**src/rtl/host_bus_master.sv**
```systemverilog
// host_bus_master: turns OPL3 register-write requests into an address strobe followed by a data strobe on the host bus.
// Optional feature: define HOST_BUS_MASTER_TIMEOUT_EN to abort strobes that never receive an ack.
module host_bus_master #(
    parameter int ASSERT_CYCLES   = 2,
    parameter int RECOVERY_CYCLES = 8,
    parameter int TIMEOUT_CYCLES  = 64
) (
    input  logic       clk,
    input  logic       reset,
    input  logic       req_valid,
    output logic       req_ready,
    input  logic       req_bank,
    input  logic [7:0] req_address,
    input  logic [7:0] req_data,
    output logic       cs_n,
    output logic       wr_n,
    output logic       rd_n,
    output logic [1:0] address,
    output logic [7:0] dout,
    input  logic       ack_host_wr,
    output logic       busy,
    output logic       err_timeout
);

    typedef enum logic [2:0] {
        IDLE,
        A_SETUP,
        A_STROBE,
        A_RECOVER,
        D_SETUP,
        D_STROBE,
        D_RECOVER
    } state_t;

`ifdef HOST_BUS_MASTER_TIMEOUT_EN
    localparam bit TIMEOUT_EN = 1'b1;
`else
    localparam bit TIMEOUT_EN = 1'b0;
`endif

    localparam logic [8:0] ASSERT_LIMIT   = 9'(ASSERT_CYCLES);
    localparam logic [8:0] RECOVERY_LIMIT = 9'(RECOVERY_CYCLES);
    localparam logic [8:0] TIMEOUT_LIMIT  = 9'(TIMEOUT_CYCLES);

    state_t     state_q, state_d;
    logic [7:0] cnt_q, cnt_d;
    logic       ack_q, ack_d;
    logic       bank_q, bank_d;
    logic [7:0] addr_q, addr_d;
    logic [7:0] data_q, data_d;

    logic       cs_n_q, cs_n_d;
    logic       wr_n_q, wr_n_d;
    logic [1:0] address_q, address_d;
    logic [7:0] dout_q, dout_d;
    logic       req_ready_q, req_ready_d;
    logic       busy_q, busy_d;
    logic       err_timeout_q, err_timeout_d;

    logic [8:0] cnt_inc;
    logic       in_strobe;
    logic       ack_seen;
    logic       assert_done;
    logic       recover_done;
    logic       timed_out;

    // cnt_inc is the number of cycles spent in the current state including this one.
    always_comb begin
        cnt_inc      = {1'b0, cnt_q} + 9'd1;
        in_strobe    = (state_q == A_STROBE) || (state_q == D_STROBE);
        ack_seen     = ack_q || ack_host_wr;
        assert_done  = ack_seen && (cnt_inc >= ASSERT_LIMIT);
        recover_done = cnt_inc >= RECOVERY_LIMIT;
        timed_out    = TIMEOUT_EN && !ack_seen && (cnt_inc >= TIMEOUT_LIMIT);
    end

    always_comb begin
        state_d       = state_q;
        bank_d        = bank_q;
        addr_d        = addr_q;
        data_d        = data_q;
        err_timeout_d = 1'b0;

        case (state_q)
            IDLE: begin
                if (req_valid && req_ready_q) begin
                    bank_d  = req_bank;
                    addr_d  = req_address;
                    data_d  = req_data;
                    state_d = A_SETUP;
                end
            end
            A_SETUP: state_d = A_STROBE;
            A_STROBE: begin
                if (assert_done) begin
                    state_d = A_RECOVER;
                end else if (timed_out) begin
                    // An aborted address phase has no point writing data, so skip straight to recovery.
                    state_d       = D_RECOVER;
                    err_timeout_d = 1'b1;
                end
            end
            A_RECOVER: begin
                if (recover_done) begin
                    state_d = D_SETUP;
                end
            end
            D_SETUP: state_d = D_STROBE;
            D_STROBE: begin
                if (assert_done) begin
                    state_d = D_RECOVER;
                end else if (timed_out) begin
                    state_d       = D_RECOVER;
                    err_timeout_d = 1'b1;
                end
            end
            D_RECOVER: begin
                if (recover_done) begin
                    state_d = IDLE;
                end
            end
            default: state_d = IDLE;
        endcase

        // Counter and ack flag restart on every state change; acks outside a strobe never latch.
        if (state_d != state_q) begin
            cnt_d = 8'd0;
            ack_d = 1'b0;
        end else begin
            cnt_d = (cnt_q == 8'hFF) ? cnt_q : cnt_q + 8'd1;
            ack_d = in_strobe && ack_seen;
        end
    end

    // Outputs are decoded from the next state so the registered bus matches the state register.
    always_comb begin
        cs_n_d      = 1'b1;
        wr_n_d      = 1'b1;
        address_d   = 2'b00;
        dout_d      = 8'h00;
        req_ready_d = (state_d == IDLE);
        busy_d      = (state_d != IDLE);

        case (state_d)
            A_SETUP, A_RECOVER: begin
                address_d = {bank_d, 1'b0};
                dout_d    = addr_d;
            end
            A_STROBE: begin
                address_d = {bank_d, 1'b0};
                dout_d    = addr_d;
                cs_n_d    = 1'b0;
                wr_n_d    = 1'b0;
            end
            D_SETUP, D_RECOVER: begin
                address_d = {bank_d, 1'b1};
                dout_d    = data_d;
            end
            D_STROBE: begin
                address_d = {bank_d, 1'b1};
                dout_d    = data_d;
                cs_n_d    = 1'b0;
                wr_n_d    = 1'b0;
            end
            default: begin
                address_d = 2'b00;
                dout_d    = 8'h00;
            end
        endcase
    end

    always_ff @(posedge clk) begin
        if (reset) begin
            state_q       <= IDLE;
            cnt_q         <= 8'd0;
            ack_q         <= 1'b0;
            bank_q        <= 1'b0;
            addr_q        <= 8'h00;
            data_q        <= 8'h00;
            cs_n_q        <= 1'b1;
            wr_n_q        <= 1'b1;
            address_q     <= 2'b00;
            dout_q        <= 8'h00;
            req_ready_q   <= 1'b0;
            busy_q        <= 1'b0;
            err_timeout_q <= 1'b0;
        end else begin
            state_q       <= state_d;
            cnt_q         <= cnt_d;
            ack_q         <= ack_d;
            bank_q        <= bank_d;
            addr_q        <= addr_d;
            data_q        <= data_d;
            cs_n_q        <= cs_n_d;
            wr_n_q        <= wr_n_d;
            address_q     <= address_d;
            dout_q        <= dout_d;
            req_ready_q   <= req_ready_d;
            busy_q        <= busy_d;
            err_timeout_q <= err_timeout_d;
        end
    end

    assign req_ready   = req_ready_q;
    assign cs_n        = cs_n_q;
    assign wr_n        = wr_n_q;
    assign rd_n        = 1'b1;
    assign address     = address_q;
    assign dout        = dout_q;
    assign busy        = busy_q;
    assign err_timeout = err_timeout_q;

endmodule

```
**config.mk**
```make
export PLATFORM = sky130hd
export DESIGN_NAME = host_bus_master
export DESIGN_NICKNAME = d
export VERILOG_FILES = /design/src/rtl/host_bus_master.sv
export SDC_FILE = /design/constraint.sdc
export NUM_CORES = 1
export LEC_CHECK = 0
export CORE_MARGIN = 2
export CORE_UTILIZATION = 45
export DETAILED_ROUTE_END_ITERATION = 7
export PLACE_DENSITY = 0.7
export RECOVER_POWER = 100
export SYNTH_ARGS = -nofsm -noshare
export SYNTH_HDL_FRONTEND = slang
export SYNTH_SLANG_ARGS = --single-unit
```
**constraint.sdc**
```tcl
create_clock -name clk -period 2 [get_ports clk]
set_input_delay 0.2 -clock clk [delete_from_list [all_inputs] [get_ports clk]]
set_output_delay 0.2 -clock clk [all_outputs]
set_load 0.1 [all_outputs]
```
==> results of run 1 <==
## power breakdown
group	internal [mW]	leakage, nW	switching [mW]
Clock	0.246	0.0452	0.303
Sequential	0.887	0.343	0.0267
Combinational	0.171	0.540	0.326
## kinds of logic (layout without fill, tap and decap cells)
group	Yosys count	after routing
buf+inv	19	66
flops	42	42
compound gates	43	43
fa+ha+maj	2	2
simple gates	84	84
mux	10	10
xor+xnor	6	6
other cells	2	2
## state kept, by name, indices dropped and copies added, names as in the netlist
signal	flops
ack_q	1
addr_q	8
address	2
bank_q	1
busy	1
cnt_q	8
data_q	8
dout	8
req_ready	1
state_q	3
wr_n	1
## worst reg2reg max path: stages, from the launching register on
cell	delay [ns]
dfxtp_4	0.37
and3_4	0.17
or4_4	0.45
a22o_4	0.29
o311ai_4	0.33
o211ai_4	0.18
a211oi_2	0.16
## synthesized netlist by cell type (4+ instances only)
| cell type | instances |
|---|---|
| nand2_1 | 25 |
| o31ai_2 | 7 |
| dfxtp_1 | 42 |
| mux2i_1 | 10 |
| inv_1 | 5 |
| clkbuf_1 | 7 |
| nor3_1 | 4 |
| nor2_1 | 26 |
| nand3_1 | 5 |
| nand4b_1 | 8 |
| a21oi_1 | 15 |
## through the flow
step	hold slack, ns	util, %	TNS, ns
finish	0.469	60.7	-0.0458
global route	0.469	60.7	-1.32
CTS	0.462	61.7	-0.0582
detailed placement	0.451	59.2	-0.0464
global placement	0.451	59.2	0
floorplan	0.281	-	0
## worst min path at each step
stage | startpoint | to | slack [ns]
after floorplan | reset | addr_q[0] | 0.28
after global placement | addr_q[4] | addr_q[4] | 0.45
after detailed placement | addr_q[3] | addr_q[3] | 0.45
after CTS | req_address[7] | addr_q[7] | 0.46
after global routing | req_address[7] | addr_q[7] | 0.47
final | addr_q[4] | addr_q[4] | 0.47
## routing by layer
metal / track usage [%] / share of wire (%)
met1: 24.0 / 46
met5: 0 / 0
met3: 5.38 / 5.6
met4: 7.26 / 1.6
met2: 28.0 / 47
## area by class of cell
cell class,count,area (sq um)
fill,370,1610
multi-input combinational,147,1050
sequential,42,853
timing repair buffer,53,403
clock buffer,6,72.6
tap,50,62.6
inverter,5,18.8
clock inverter,2,13.8
## what timing repair did
action	4_1_cts	5_1_grt
gates cloned	0	0
pin swaps	4	3
hold buffers	0	0
setup endpoints to repair	6	19
buffers inserted	1	0
gates resized for setup	3	4
==> flow_summary.ini, run 1 <==
[power_and_ir_drop]
powerDensity_mw_per_mm2 = 791
ir_worst_vdd_mv = 0.588
p_total_mw = 1.96
p_leak_nw = 0.929

[worst_setup_path]
path_class = register to register
critical_path.cell_chain = and3_4 -> or4_4 -> a22o_4 -> o311ai_4 -> o211ai_4 -> a211oi_2
r2r_start = cnt_q[1]
cp_top_family = compound AO/OA/AOI/OAI gates
cp-startpoint = cnt_q[1]
ff2ff_setup_slack_ns = -0.02
cp-endpoint = cnt_q[1]
rr_endpoint = cnt_q[1]
cp.depth = 6
critPathBufInv = 0
cpPeakStageDelay_ns = 0.45
reg2regPathDepth = 6
worstPathMaxFanout = 8
crit_path_end_kind = register
cp-start-kind = register
required_ns = 2.22
slowest_stage = or4_4
worst_ep_arrival_time_ns = 2.25

[placement]
post-dp-hpwl_microns = 2900
place.gp.congestion = 0.812
post_dp_cell_area_sq_mm = 0.00242
preCtsSetupSlack_ns = -0.0352
io_buffers = 34
dpl.cell_count = 296

[timing]
layout_worst_path_cycle_share_pct = 101
hold_viol_final = 0
postLayoutSetupSlackWorst_ns = -0.0235
max_freq_mhz = 494
finClkSkew_ns = 0.00445
worst_pin_slew_ns = 1.17
drv_slew = 0
maxSlewHeadroom_pct = 22.1
fin_crit_ns = 2.02
rsz0062_at_grt = true
setup_viol_count_final = 4

[logic_synthesis]
synth.yosys.seq_area_share_pct = 43.2
synth_flop_cell = dfxtp_1
synth_area_leader_cell = dfxtp_1
yosysWarnings = 0
yosys.area_share.xor_xnor_pct = 2.70
synth_top_area_share_pct = 43.2
syn_avg_cell_area_sq_um = 9.35
ys_async_sr_fraction_pct = 0
synth_area_sq_mm = 0.00194
synth_compound_area_share_pct = 20.3
syn-instance-count = 208
synth.net_count = 231
synth_simple_gate_area_share_pct = 21.8
synth_mux_area_share_pct = 5.15
ys_ff_latch = 42
ys_top_cells_by_area = dfxtp_1, mux2i_1, nor2_1
synthAdderAreaFrac_pct = 1.29
synth-edff-count = 0
synth_top_family_by_area = simple AND/OR/NAND/NOR gates
yosysUniqueCellTypes = 48

[global_routing]
track_usage_pct = 18.2
antenna_found_initial = 0
grt_pass1_wl_microns = 7020
grt_pass1_vias = 1483
overflow = 0
grt_max_degree = 31

[hold_path]
hold-path-cell-count = 2
min_path_type = register to register

[clock_network]
cts_tree = built
root_buffer = clkbuf_8
clock_latency_ns = 0.30
clkTransAtPathRegs_ns = 0.08
clockBufferDepth = 2
htree_levels = 2
cts_made_buffers = 5
cts_sinks = 42

[floorplanning]
die_x_microns = 69.7
core_area_sq_mm = 0.00409
die_height_microns = 69.7
rows = 23
io_pins = 37
die_area_sq_mm = 0.00486
start_util_pct = 47.6

[cells_and_area]
syn_to_final_growth_pct = 27.5
final_cell_mix = dfxtp_1, nor2_1, nand2_1
fin_area_sq_mm = 0.00248
stdcell_count = 305
num_antenna_cells = 0
layout.nets = 277
final_common_cell = dfxtp_1
drive_gt1_share_pct = 25.5

[route]
viasPerCell = 5.29
drt_iter0_markers = 61
vias = 1614
postRouteAntennaNets = 0
drt_first_pass_iters = 4
drc_errors = 0
wl_per_cell_microns = 13.7
drt_wl_total_microns = 4180

[flow_run]
drv_cap = 0

[status]
status = finished with violations
violations = setup timing
Power figures use the tool's default switching activity.
==> run 2: changes to the inputs <==
CORE_UTILIZATION = 50   (was 45)
PLACE_DENSITY = 0.74   (was 0.7)
clock period = 2.1 ns   (was 2 ns; I/O delays follow)
==> run 2 against run 1 <==
Against the previous run: the run still ends with setup timing left; non-clock buffer count shrank 1; sequential power shrank 4.9%; critical path depth grew 1.
==> flow_summary.ini, run 2 (synthesis gave the netlist of run 1 again) <==
[power_and_ir_drop]
p_leak_nw = 0.908
powerDensity_mw_per_mm2 = 780
p_total_mw = 1.95
ir_worst_vdd_mv = 0.595

[route]
viasPerCell = 5.36
wl_per_cell_microns = 13.9
postRouteAntennaNets = 0
drt_iter0_markers = 99
drc_errors = 0
vias = 1625
drt_first_pass_iters = 4
drt_wl_total_microns = 4200

[cells_and_area]
layout.nets = 277
final_common_cell = dfxtp_1
syn_to_final_growth_pct = 28.9
drive_gt1_share_pct = 21.6
final_cell_mix = dfxtp_1, nor2_1, nand2_1
num_antenna_cells = 0

[worst_setup_path]
crit_path_end_kind = register
required_ns = 2.30
worst_ep_arrival_time_ns = 2.34
path_class = register to register
cp-start-kind = register
worstPathMaxFanout = 8

[placement]
post-dp-hpwl_microns = 2820
io_buffers = 34
place.gp.congestion = 0.810

[global_routing]
antenna_found_initial = 0
grt_max_degree = 31
grt_pass1_wl_microns = 6710
overflow = 0
track_usage_pct = 19.5
grt_pass1_vias = 1521

[timing]
drv_slew = 0
max_freq_mhz = 468
fin_hold_ws_ns = 0.466
finClkSkew_ns = 0.00579
layout_worst_path_cycle_share_pct = 102
maxSlewHeadroom_pct = 21.5
rsz0062_at_grt = true
setup_viol_count_final = 2
worst_pin_slew_ns = 1.18
hold_viol_final = 0
fin_crit_ns = 2.14
postLayoutSetupSlackWorst_ns = -0.0388

[clock_network]
htree_levels = 2
clock_latency_ns = 0.28
cts_tree = built
cts_made_buffers = 5
hold_buffers = 0
root_buffer = clkbuf_8
clockBufferDepth = 2
clkTransAtPathRegs_ns = 0.08
cts_sinks = 42

[flow_run]
drv_cap = 0

[floorplanning]
start_util_pct = 52.7
die_height_microns = 66.4
die_x_microns = 66.4
die_area_sq_mm = 0.00440
io_pins = 37
core_area_sq_mm = 0.00369
rows = 22

[hold_path]
min_path_type = register to register

[status]
violations = setup timing
status = finished with violations
[run 2: timing repair]
action,4_1_cts,5_1_grt
buffers inserted,0,4
pin swaps,1,10
gates resized for setup,1,13
setup endpoints to repair,1,16
gates cloned,0,1
[run 2: path summary, 6_finish.rpt]
path | startpoint | end | slack [ns] | cells after the start
worst max-delay path | cnt_q[0] | cnt_q[1] | -0.04 | 7
worst min register to register | addr_q[5] | addr_q[5] | 0.47 | 2
worst min-delay path | addr_q[5] | addr_q[5] | 0.47 | 2
worst max register to register | cnt_q[0] | cnt_q[1] | -0.04 | 7
[run 2: layer usage]
layer  share of wire [%]  vias up  track usage, %
li1                    -      824               -
met1                  48      753            26.4
met2                  47       44            30.1
met3                 4.5        4            4.77
met4                0.74        0            6.89
met5                   0        -               0
[run 2: where the power goes]
group / switching [mW] / total [mW] / internal [mW] / leakage [nW]
Combinational: 0.311 / 0.465 / 0.154 / 0.514
Clock: 0.266 / 0.620 / 0.355 / 0.0514
Sequential: 0.0248 / 0.869 / 0.845 / 0.343
[run 2: final cells by class]
| cell class | count | area (sq um) |
|---|---|---|
| inverter | 5 | 18.8 |
| clock buffer | 6 | 72.6 |
| sequential | 42 | 850 |
| multi-input combinational | 148 | 1080 |
| timing repair buffer | 52 | 389 |
| fill | 322 | 1180 |
| tap | 48 | 60.1 |
| clock inverter | 2 | 37.5 |
[run 2: critical path: stages (launching register included)]
cell and delay [ns]:
dfxtp_4 0.39, ha_4 0.17, nand3_4 0.06, a2111o_1 0.45, a22o_4 0.27, o311ai_4 0.34
o211ai_4 0.18, a211oi_2 0.20
[run 2: per-stage QoR]
stage | util [%] | setup slack (ns) | std cells | TNS, ns | area (sq um)
2_1_floorplan | - | 0.0109 | 208 | 0 | 1950
3_5_place_dp | 63.9 | -0.00742 | 290 | -0.00742 | 2360
6_report | 67.9 | -0.0388 | 303 | -0.0454 | 2510
3_3_place_gp | 63.9 | 0.0602 | 290 | 0 | 2360
4_1_cts | 66.9 | 0.00161 | 298 | 0 | 2470
5_1_grt | 67.9 | -0.152 | 303 | -0.575 | 2510
